===== config.mk =====
export PLATFORM = sky130hd
export DESIGN_NAME = cavlc_seq_fsm
export DESIGN_NICKNAME = d
export VERILOG_FILES = /design/src/rtl/cavlc_pkg.sv /design/src/rtl/cavlc_blk_counter.sv /design/src/rtl/cavlc_seq_fsm.sv
export SDC_FILE = /design/constraint.sdc
export NUM_CORES = 1
export LEC_CHECK = 0
export ABC_AREA = 1
export BUFFER_PORTS_ARGS = -buffer_cell sky130_fd_sc_hd__buf_4
export CAP_MARGIN = 15
export CORE_MARGIN = 2
export CORE_UTILIZATION = 30
export CTS_BUF_LIST = sky130_fd_sc_hd__clkbuf_4 sky130_fd_sc_hd__clkbuf_8
export DETAILED_ROUTE_END_ITERATION = 10
export PLACE_DENSITY = 0.61
export RECOVER_POWER = 100
export SLEW_MARGIN = 40
export SYNTH_ARGS = -nofsm -noshare
export SYNTH_HDL_FRONTEND = slang
export SYNTH_SLANG_ARGS = --single-unit

===== constraint.sdc =====
create_clock -name clk -period 2.65 [get_ports clk]
set_input_delay 0.265 -clock clk [delete_from_list [all_inputs] [get_ports clk]]
set_output_delay 0.265 -clock clk [all_outputs]
set_load 0.05 [all_outputs]

===== src/rtl/cavlc_pkg.sv =====
// Shared definitions for the CAVLC residual-block sequencer:
// one-hot state encoding, error codes and a width helper.
package cavlc_pkg;

  localparam int S_IDLE   = 0;
  localparam int S_TOTAL  = 1;
  localparam int S_T1S    = 2;
  localparam int S_PREFIX = 3;
  localparam int S_SUFFIX = 4;
  localparam int S_CALC   = 5;
  localparam int S_TZ     = 6;
  localparam int S_RUN    = 7;
  localparam int S_DONE   = 8;
  localparam int S_ERROR  = 9;
  localparam int N_ST     = 10;

  localparam logic [N_ST-1:0] ST_IDLE   = N_ST'(1 << S_IDLE);
  localparam logic [N_ST-1:0] ST_TOTAL  = N_ST'(1 << S_TOTAL);
  localparam logic [N_ST-1:0] ST_T1S    = N_ST'(1 << S_T1S);
  localparam logic [N_ST-1:0] ST_PREFIX = N_ST'(1 << S_PREFIX);
  localparam logic [N_ST-1:0] ST_SUFFIX = N_ST'(1 << S_SUFFIX);
  localparam logic [N_ST-1:0] ST_CALC   = N_ST'(1 << S_CALC);
  localparam logic [N_ST-1:0] ST_TZ     = N_ST'(1 << S_TZ);
  localparam logic [N_ST-1:0] ST_RUN    = N_ST'(1 << S_RUN);
  localparam logic [N_ST-1:0] ST_DONE   = N_ST'(1 << S_DONE);
  localparam logic [N_ST-1:0] ST_ERROR  = N_ST'(1 << S_ERROR);

  typedef enum logic [N_ST-1:0] {
    IDLE         = ST_IDLE,
    TOTAL_COEFFS = ST_TOTAL,
    T1S_FLAGS    = ST_T1S,
    LEVEL_PREFIX = ST_PREFIX,
    LEVEL_SUFFIX = ST_SUFFIX,
    CALC_LEVEL   = ST_CALC,
    TOTAL_ZEROS  = ST_TZ,
    RUN_BEFORES  = ST_RUN,
    BLK_DONE     = ST_DONE,
    ERROR        = ST_ERROR
  } state_e;

  localparam logic [1:0] ERR_NONE = 2'd0;
  localparam logic [1:0] ERR_TC   = 2'd1;
  localparam logic [1:0] ERR_T1   = 2'd2;

  function automatic int clog2(input int v);
    int r;
    r = 0;
    for (int k = 0; k < 31; k++)
      if ((1 << k) < v) r = k + 1;
    return r;
  endfunction

endpackage


===== src/rtl/cavlc_blk_counter.sv =====
// Block-in-batch counter: captures the batch size on start
// and flags the last block of the batch.
module cavlc_blk_counter
  import cavlc_pkg::*;
#(
  parameter int B_W = 5
) (
  input  logic           clk,
  input  logic           rst,
  input  logic           ena,
  input  logic           load,
  input  logic           adv,
  input  logic [B_W-1:0] num_blks,
  output logic [B_W-1:0] blk_idx,
  output logic           last
);

  logic [B_W-1:0] n_q;
  logic [B_W:0]   nxt;

  always_ff @(posedge clk) begin
    if (rst) begin
      blk_idx <= '0;
      n_q     <= B_W'(1);
    end else if (ena) begin
      if (load) begin
        blk_idx <= '0;
        // an empty batch still decodes one block
        n_q     <= (num_blks == '0) ? B_W'(1) : num_blks;
      end else if (adv) begin
        blk_idx <= blk_idx + 1'b1;
      end
    end
  end

  assign nxt  = {1'b0, blk_idx} + 1'b1;
  assign last = nxt >= {1'b0, n_q};

endmodule


===== src/rtl/cavlc_seq_fsm.sv =====
// CAVLC residual-block sequencer: walks coeff_token, levels,
// total_zeros and run_before for a batch of residual blocks.
module cavlc_seq_fsm
  import cavlc_pkg::*;
#(
  parameter  int MAX_COEFF = 16,
  parameter  int NUM_BLK   = 16,
  localparam int I_W = clog2(MAX_COEFF),
  localparam int B_W = clog2(NUM_BLK + 1)
) (
  input  logic            clk,
  input  logic            rst,
  input  logic            ena,
  input  logic            start,
  input  logic [B_W-1:0]  num_blks,
  input  logic [4:0]      max_coeff_num,
  input  logic [4:0]      TotalCoeff,
  input  logic [4:0]      TotalCoeff_comb,
  input  logic [1:0]      TrailingOnes,
  input  logic [1:0]      TrailingOnes_comb,
  input  logic [3:0]      ZeroLeft,
  output logic [N_ST-1:0] state,
  output logic [I_W-1:0]  i,
  output logic [B_W-1:0]  blk_idx,
  output logic            idle,
  output logic            valid,
  output logic            batch_done,
  output logic            err,
  output logic [1:0]      err_code
);

  state_e         st_q, st_d;
  logic [I_W-1:0] i_d;
  logic           err_d;
  logic [1:0]     code_d;
  logic           load, adv, last;
  logic [4:0]     t1_r, t1_c;

  assign t1_r = {3'b000, TrailingOnes};
  assign t1_c = {3'b000, TrailingOnes_comb};

  always_comb begin
    st_d   = st_q;
    i_d    = i;
    err_d  = err;
    code_d = err_code;
    load   = 1'b0;
    adv    = 1'b0;
    unique case (1'b1)
      st_q[S_IDLE]: begin
        if (start) begin
          st_d   = TOTAL_COEFFS;
          load   = 1'b1;
          err_d  = 1'b0;
          code_d = ERR_NONE;
        end
      end
      st_q[S_TOTAL]: begin
        if (TotalCoeff_comb > max_coeff_num) begin
          st_d   = ERROR;
          err_d  = 1'b1;
          code_d = ERR_TC;
        end else if (t1_c > TotalCoeff_comb) begin
          st_d   = ERROR;
          err_d  = 1'b1;
          code_d = ERR_T1;
        end else begin
          i_d = I_W'(TotalCoeff_comb - 5'd1);
          if (TotalCoeff_comb == 5'd0)
            st_d = BLK_DONE;
          else if (TrailingOnes_comb != 2'd0)
            st_d = T1S_FLAGS;
          else
            st_d = LEVEL_PREFIX;
        end
      end
      st_q[S_T1S]: begin
        if (t1_r != TotalCoeff) begin
          st_d = LEVEL_PREFIX;
          i_d  = i - I_W'(TrailingOnes);
        end else if (TotalCoeff < max_coeff_num) begin
          st_d = TOTAL_ZEROS;
        end else begin
          st_d = BLK_DONE;
        end
      end
      st_q[S_PREFIX]: st_d = LEVEL_SUFFIX;
      st_q[S_SUFFIX]: st_d = CALC_LEVEL;
      st_q[S_CALC]: begin
        if (i != '0) begin
          st_d = LEVEL_PREFIX;
          i_d  = i - 1'b1;
        end else if (TotalCoeff < max_coeff_num) begin
          st_d = TOTAL_ZEROS;
        end else begin
          // full block: no total_zeros symbol in the stream
          st_d = RUN_BEFORES;
          i_d  = I_W'(TotalCoeff - 5'd1);
        end
      end
      st_q[S_TZ]: begin
        st_d = RUN_BEFORES;
        i_d  = I_W'(TotalCoeff - 5'd1);
      end
      st_q[S_RUN]: begin
        if (i == '0 || ZeroLeft == 4'd0)
          st_d = BLK_DONE;
        else
          i_d = i - 1'b1;
      end
      st_q[S_DONE]: begin
        if (last) begin
          st_d = IDLE;
        end else begin
          st_d = TOTAL_COEFFS;
          adv  = 1'b1;
        end
      end
      st_q[S_ERROR]: st_d = IDLE;
      default:       st_d = IDLE;
    endcase
  end

  always_ff @(posedge clk) begin
    if (rst) begin
      st_q     <= IDLE;
      i        <= '0;
      err      <= 1'b0;
      err_code <= ERR_NONE;
    end else if (ena) begin
      st_q     <= st_d;
      i        <= i_d;
      err      <= err_d;
      err_code <= code_d;
    end
  end

  cavlc_blk_counter #(
    .B_W(B_W)
  ) u_cnt (
    .clk     (clk),
    .rst     (rst),
    .ena     (ena),
    .load    (load),
    .adv     (adv),
    .num_blks(num_blks),
    .blk_idx (blk_idx),
    .last    (last)
  );

  assign state      = st_q;
  assign idle       = st_q[S_IDLE];
  assign valid      = ena & ~rst & st_q[S_DONE];
  assign batch_done = valid & last;

endmodule

=== After elaboration in Yosys (flattened, before gate mapping) ===
Cells that the tools add are included.

* Input port bits: 32
* Output and inout bits: 25
* Bits in registers: 27

* $lt $le $gt $ge: 4
* Add/sub/neg operators: 6
* Muxes and demuxes: 34
* Bitwise operators: 4
* Reductions and logical operators: 15
* Equal/unequal tests: 9

{| class="wikitable"
|+ Operators by type and width
! cell !! count
|-
| one-hot mux 10 bit (9 select lines) || 1
|-
| 2-to-1 mux 10 bit || 4
|-
| 2-to-1 mux 4 bit || 7
|-
| 2-to-1 mux 9 bit || 3
|-
| one-hot mux 4 bit (5 select lines) || 1
|-
| 2-to-1 mux 8 bit || 2
|-
| 2-to-1 mux 5 bit || 3
|-
| subtractor 4 x 1 -> 4 bit, second input constant || 3
|-
| logical NOT 5 bit || 2
|-
| logical NOT 4 bit || 2
|-
| 2-to-1 mux 2 bit || 4
|-
| inequality test 2 bit, second input constant || 4
|-
| 2-to-1 mux 1 bit || 7
|-
| AND reduction 7 bit || 1
|-
| adder 5 x 1 -> 6 bit, second input constant || 1
|-
| >= comparator 6 x 5 -> 1 bit || 1
|-
| nonzero test 2 bit || 3
|-
| adder 5 x 1 -> 5 bit, second input constant || 1
|-
| greater-than comparator 2 x 5 -> 1 bit || 1
|-
| greater-than comparator 5 bit || 1
|-
| less-than comparator 5 bit || 1
|-
| inequality test 2 x 5 -> 1 bit || 1
|-
| nonzero test 5 bit || 1
|-
| inequality test 2 x 1 -> 1 bit, second input constant || 2
|-
| 12 further kinds || 15
|}

=== Depth between registers and ports, before layout ===
* Word-level depth: 6
* Gate-level depth with buffers: 14

=== Hierarchy ===
From an unflattened synthesis, not the netlist that was laid out.

* Cell total of the unflattened synthesis: 349
* Area, all modules: 2198.4 um^2

{| class="wikitable"
|+ Modules (own cells, without submodules)
! module !! instances !! sequential area each (um^2) !! area each (um^2) !! cells an instance
|-
| cavlc_seq_fsm || 1 || 340.3 || 1637.8 || 272
|-
| cavlc_blk_counter || 1 || 200.2 || 560.5 || 77
|}

=== Worst setup path after synthesis ===
Ideal clock, no wire load.

* Path kind: reg-to-output
* From: register u_cnt.blk_idx[0]
* To: output port batch_done
* Slack: 120 ps
* Stages on the path, launching flop included: 9
* Data required time: 2385 ps
* Data arrival time: 2265 ps
* Cells stage by stage: dfxtp_1 > ha_1 > nand3_1 > xor2_1 > ha_1 > nand4_1 > nand3_1 > nand2_1 > inv_1

* Word-level cells in the longest chain between the ends: 3

{| class="wikitable"
|+ RTL lines
! what !! RTL line !! source
|-
| start: declaration || cavlc_blk_counter.sv:14 || <nowiki>output logic [B_W-1:0] blk_idx,</nowiki>
|-
| start signal: assignment || cavlc_blk_counter.sv:31 || <nowiki>blk_idx <= blk_idx + 1'b1;</nowiki>
|-
| adder 5 x 1 -> 6 bit || cavlc_blk_counter.sv:36 || <nowiki>assign nxt = {1'b0, blk_idx} + 1'b1;</nowiki>
|-
| >= comparator 6 x 5 -> 1 bit || cavlc_blk_counter.sv:37 || <nowiki>assign last = nxt >= {1'b0, n_q};</nowiki>
|-
| AND 1 bit || cavlc_seq_fsm.sv:154 || <nowiki>assign batch_done = valid & last;</nowiki>
|-
| end: declaration || cavlc_seq_fsm.sv:27 || <nowiki>output logic batch_done,</nowiki>
|}

No other way between the ends.

=== Worst setup path in the final report ===
* From: register u_cnt.blk_idx[2]
* To: output port batch_done

Same word-level chain as after synthesis.

==> run_results.csv <==
group,metric,value,unit
outcome,run_status,"complete, no violations",
synth,synth_ff_type,"dfxtp_1",
synth,syn_nets,394,
sta,finalClockSkew,0.00476,ns
cts,cts_tree,"done",
sta,finalCritPeriodShare,0.900,
cells_and_area,design_area,2690,um^2
synth,yosys_warnings,0,
pwr,vdd_drop_max,0.000227,V
route,ant_nets,0,
die,dieWidth,90.8,um
cts,post_cts_buffers,0,
grt,use_met3,0.0275,
hold_path,min_to,"u_cnt.n_q[0]",
pwr,power_density,419,nW/um^2
pwr,switching_power,0.430,mW
die,placeableCoreArea,7250,um^2
sta,setup_ws,0.265,ns
synth,synth_edf_count,0,
worst_setup_path,critical_path.reg2reg.endpoint,"u_cnt.blk_idx[2]",
placement,port-buffer-count,56,
sta,maxSlewViolCount,0,
route,routed_wl,5880,um
pwr,power_frac_clock,0.217,
pwr,p_int,0.696,mW
grt,grt_first_pass_wirelength,10100,um
grt,antenna_found_initial,0,
die,num_rows,31,
sta,whs,0.260,ns
synth,synth_cell_type_count,36,
route,first_iter_violations,81,
cts,clkSinkCount,27,
cts,clkLatencyLatePin,0.27,ns
hold_path,hold_path_class,"in2reg",
worst_setup_path,criticalPathCategory,"reg2out",
synth,synth_area_per_cell,6.68,um^2
cts,clk_pin_slew_worst_paths,0.09,ns
cells_and_area,insertedDiodeCount,0,
cts,cts_root_buf,"clkbuf_8",
pwr,total_power,1.13,mW
grt,grt_util_met2,0.250,
grt,top_usage_layer,"met2",
sta,worst_pin_slew,0.634,ns
placement,globalplace.congestion,0.884,
placement,hpwlAfterDp,4850,um
cts,cts_made_buffers,3,
route,drc,0,
cts,cts_max_level,1,
pwr,pwr-share-seq,0.404,
cells_and_area,num-nets-final,450,
die,num_io_pins,57,
sta,fin_setup_tns,0,ns
synth,synthCells,338,
pwr,power_leakage,1.32,nW
sta,max_clock_freq,0.419,GHz
die,start_util,0.311,
pwr,swShare,0.382,
cells_and_area,syn2layout_area_growth,18.9,%
hold_path,hp-start,"num_blks[0]",
cts,cts_buffer_depth,2,
placement,place_area,2780,um^2
grt,overflow,0,
sta,hold_viol,0,
route,wl_per_cell,11.9,um
grt,grt_use_met1,0.187,
hold_path,whs_path_depth,3,
route,num_vias,2288,
grt,grt_pass1_vias,2234,
sta,fin_crit,2.38,ns
worst_setup_path,r2r_slack,0.30,ns
pwr,pwr-share-comb,0.378,
route,dr.pass1.iters,4,
sta,rsz0062_at_grt,"no",
worst_setup_path,crit_required,2.38,ns
worst_setup_path,worstSetupStartpointType,"register",
worst_setup_path,cp.arrival,2.12,ns
synth,synth-seq-cells,27,
die,fp.dieH,90.8,um
worst_setup_path,cp-end-kind,"primary output",
synth,ys_seq_area_frac,0.239,
grt,grt_max_degree,18,
sta,setup_viol_count_final,0,
die,dieArea,8240,um^2
placement,place_ws,0.491,ns
worst_setup_path,r2r_cells,14,
synth,synthArstFlopShare,0,
worst_setup_path,rr_startpoint,"u_cnt.blk_idx[2]",
grt,track_usage,0.146,
sta,slew_headroom,0.579,
synth,synth_area,2260,um^2
worst_setup_path,path_max_fanout,5,
route,vias_per_cell,4.65,
cells_and_area,drive_above_1_share,0.132,
run,drv_cap,0,
area by class of cell:
class,instances,area (um^2)
flip-flops and latches,27,542
multi-input cells,254,1450
fillers,826,4570
clock buffers,4,48.8
inverters,51,191
repair buffers,57,334
well taps,99,124
cell families (layout without fill, tap and decap cells):
group,count (synthesis),after routing,share of synthesized area
AOI/OAI and AO/OA,51,51,0.132
DFF,27,27,0.239
xor gates and xnor gates,12,12,0.0465
adders and majority gates,24,24,0.136
and+or+nand+nor,167,167,0.346
buffers and inverters,57,112,0.0997
worst max-delay path by stage:
| stage | from | to | slack, ns | cells past startpoint |
|---|---|---|---|---|
| 2_1_floorplan | u_cnt.blk_idx[0] | batch_done | 0.12 | 8 |
| 3_3_place_gp | u_cnt.blk_idx[0] | batch_done | 0.53 | 12 |
| 3_5_place_dp | u_cnt.blk_idx[0] | batch_done | 0.49 | 12 |
| 4_1_cts | u_cnt.blk_idx[0] | batch_done | 0.17 | 12 |
| 5_1_grt | u_cnt.blk_idx[2] | u_cnt.blk_idx[2] | 0.04 | 14 |
| 6_report | u_cnt.blk_idx[2] | batch_done | 0.27 | 13 |
layout by cell type, fill, tap and decap left out, types with 11 or more instances in the layout:
cell      netlist  routed
nand2_1        79      80
nand4_1        11      12
clkbuf_1        1      25
nand3_1        19      20
buf_4           2      30
inv_1          45      48
o21ai_0        23      23
ha_1           23      23
dfxtp_1        27      26
a21oi_1        11      11
nor2_1         36      39
synth_stat cells (2+ instances only):
master / n / area [um^2]
nand2_1: 79 / 297
dfxtp_1: 27 / 541
nand3_1: 19 / 95.1
ha_1: 23 / 288
a21boi_1: 2 / 15.0
nor2_2: 3 / 18.8
a211oi_1: 2 / 15.0
o22ai_1: 3 / 18.8
nor2_4: 2 / 22.5
nor2_1: 36 / 135
a21oi_1: 11 / 55.1
nand3b_1: 2 / 15.0
inv_2: 6 / 22.5
buf_2: 3 / 15.0
nor3_1: 4 / 20.0
buf_4: 2 / 15.0
nand4_1: 11 / 68.8
nand2_2: 5 / 31.3
o21bai_1: 2 / 15.0
xnor2_1: 6 / 52.6
xor2_1: 6 / 52.6
nand3_2: 4 / 40.0
inv_1: 45 / 169
o21ai_0: 23 / 115
worst max-delay path, stage by stage, from the launching register on:
cell      delay [ns]
dfxtp_1         0.43
nand2_2         0.09
nor2_1          0.11
xor2_1          0.15
inv_1           0.07
ha_1            0.28
a21o_1          0.17
nand3_2         0.07
nand2_2         0.04
inv_1           0.07
nand3_1         0.08
nand2_1         0.07
inv_1           0.03
clkbuf_4        0.20
metrics by stage:
stage / util / instances
6_report: 0.370 / 492
5_1_grt: 0.370 / 492
3_3_place_gp: 0.383 / 488
3_5_place_dp: 0.383 / 488
2_1_floorplan: - / 338
4_1_cts: 0.390 / 492
registers in the layout (all words and copies together), names as in the netlist:
name           cells
state             10
i                  4
u_cnt.blk_idx      5
u_cnt.n_q          5
err                1
err_code           2
routing by layer:
layer / vias to the layer above / wire length, um
li1: 1215 / -
met1: 1004 / 2840
met2: 67 / 2630
met3: 2 / 380
met4: 0 / 25
met5: - / 0
power groups by stage:
stage               clock (mW)  combinational, mW  sequential [mW]
finish                   0.245              0.426            0.455
detailed placement           0              0.463            0.466
global placement             0              0.457            0.466
floorplan                    0              0.275            0.518
global route             0.274              0.482            0.460
CTS                      0.258              0.465            0.457
repair_timing:
| action | in CTS | in global routing |
|---|---|---|
| resized for setup | 0 | 1 |
| endpoints found under the setup margin | 0 | 1 |
| hold buffers | 0 | 0 |
Power figures use the tool's default switching activity.
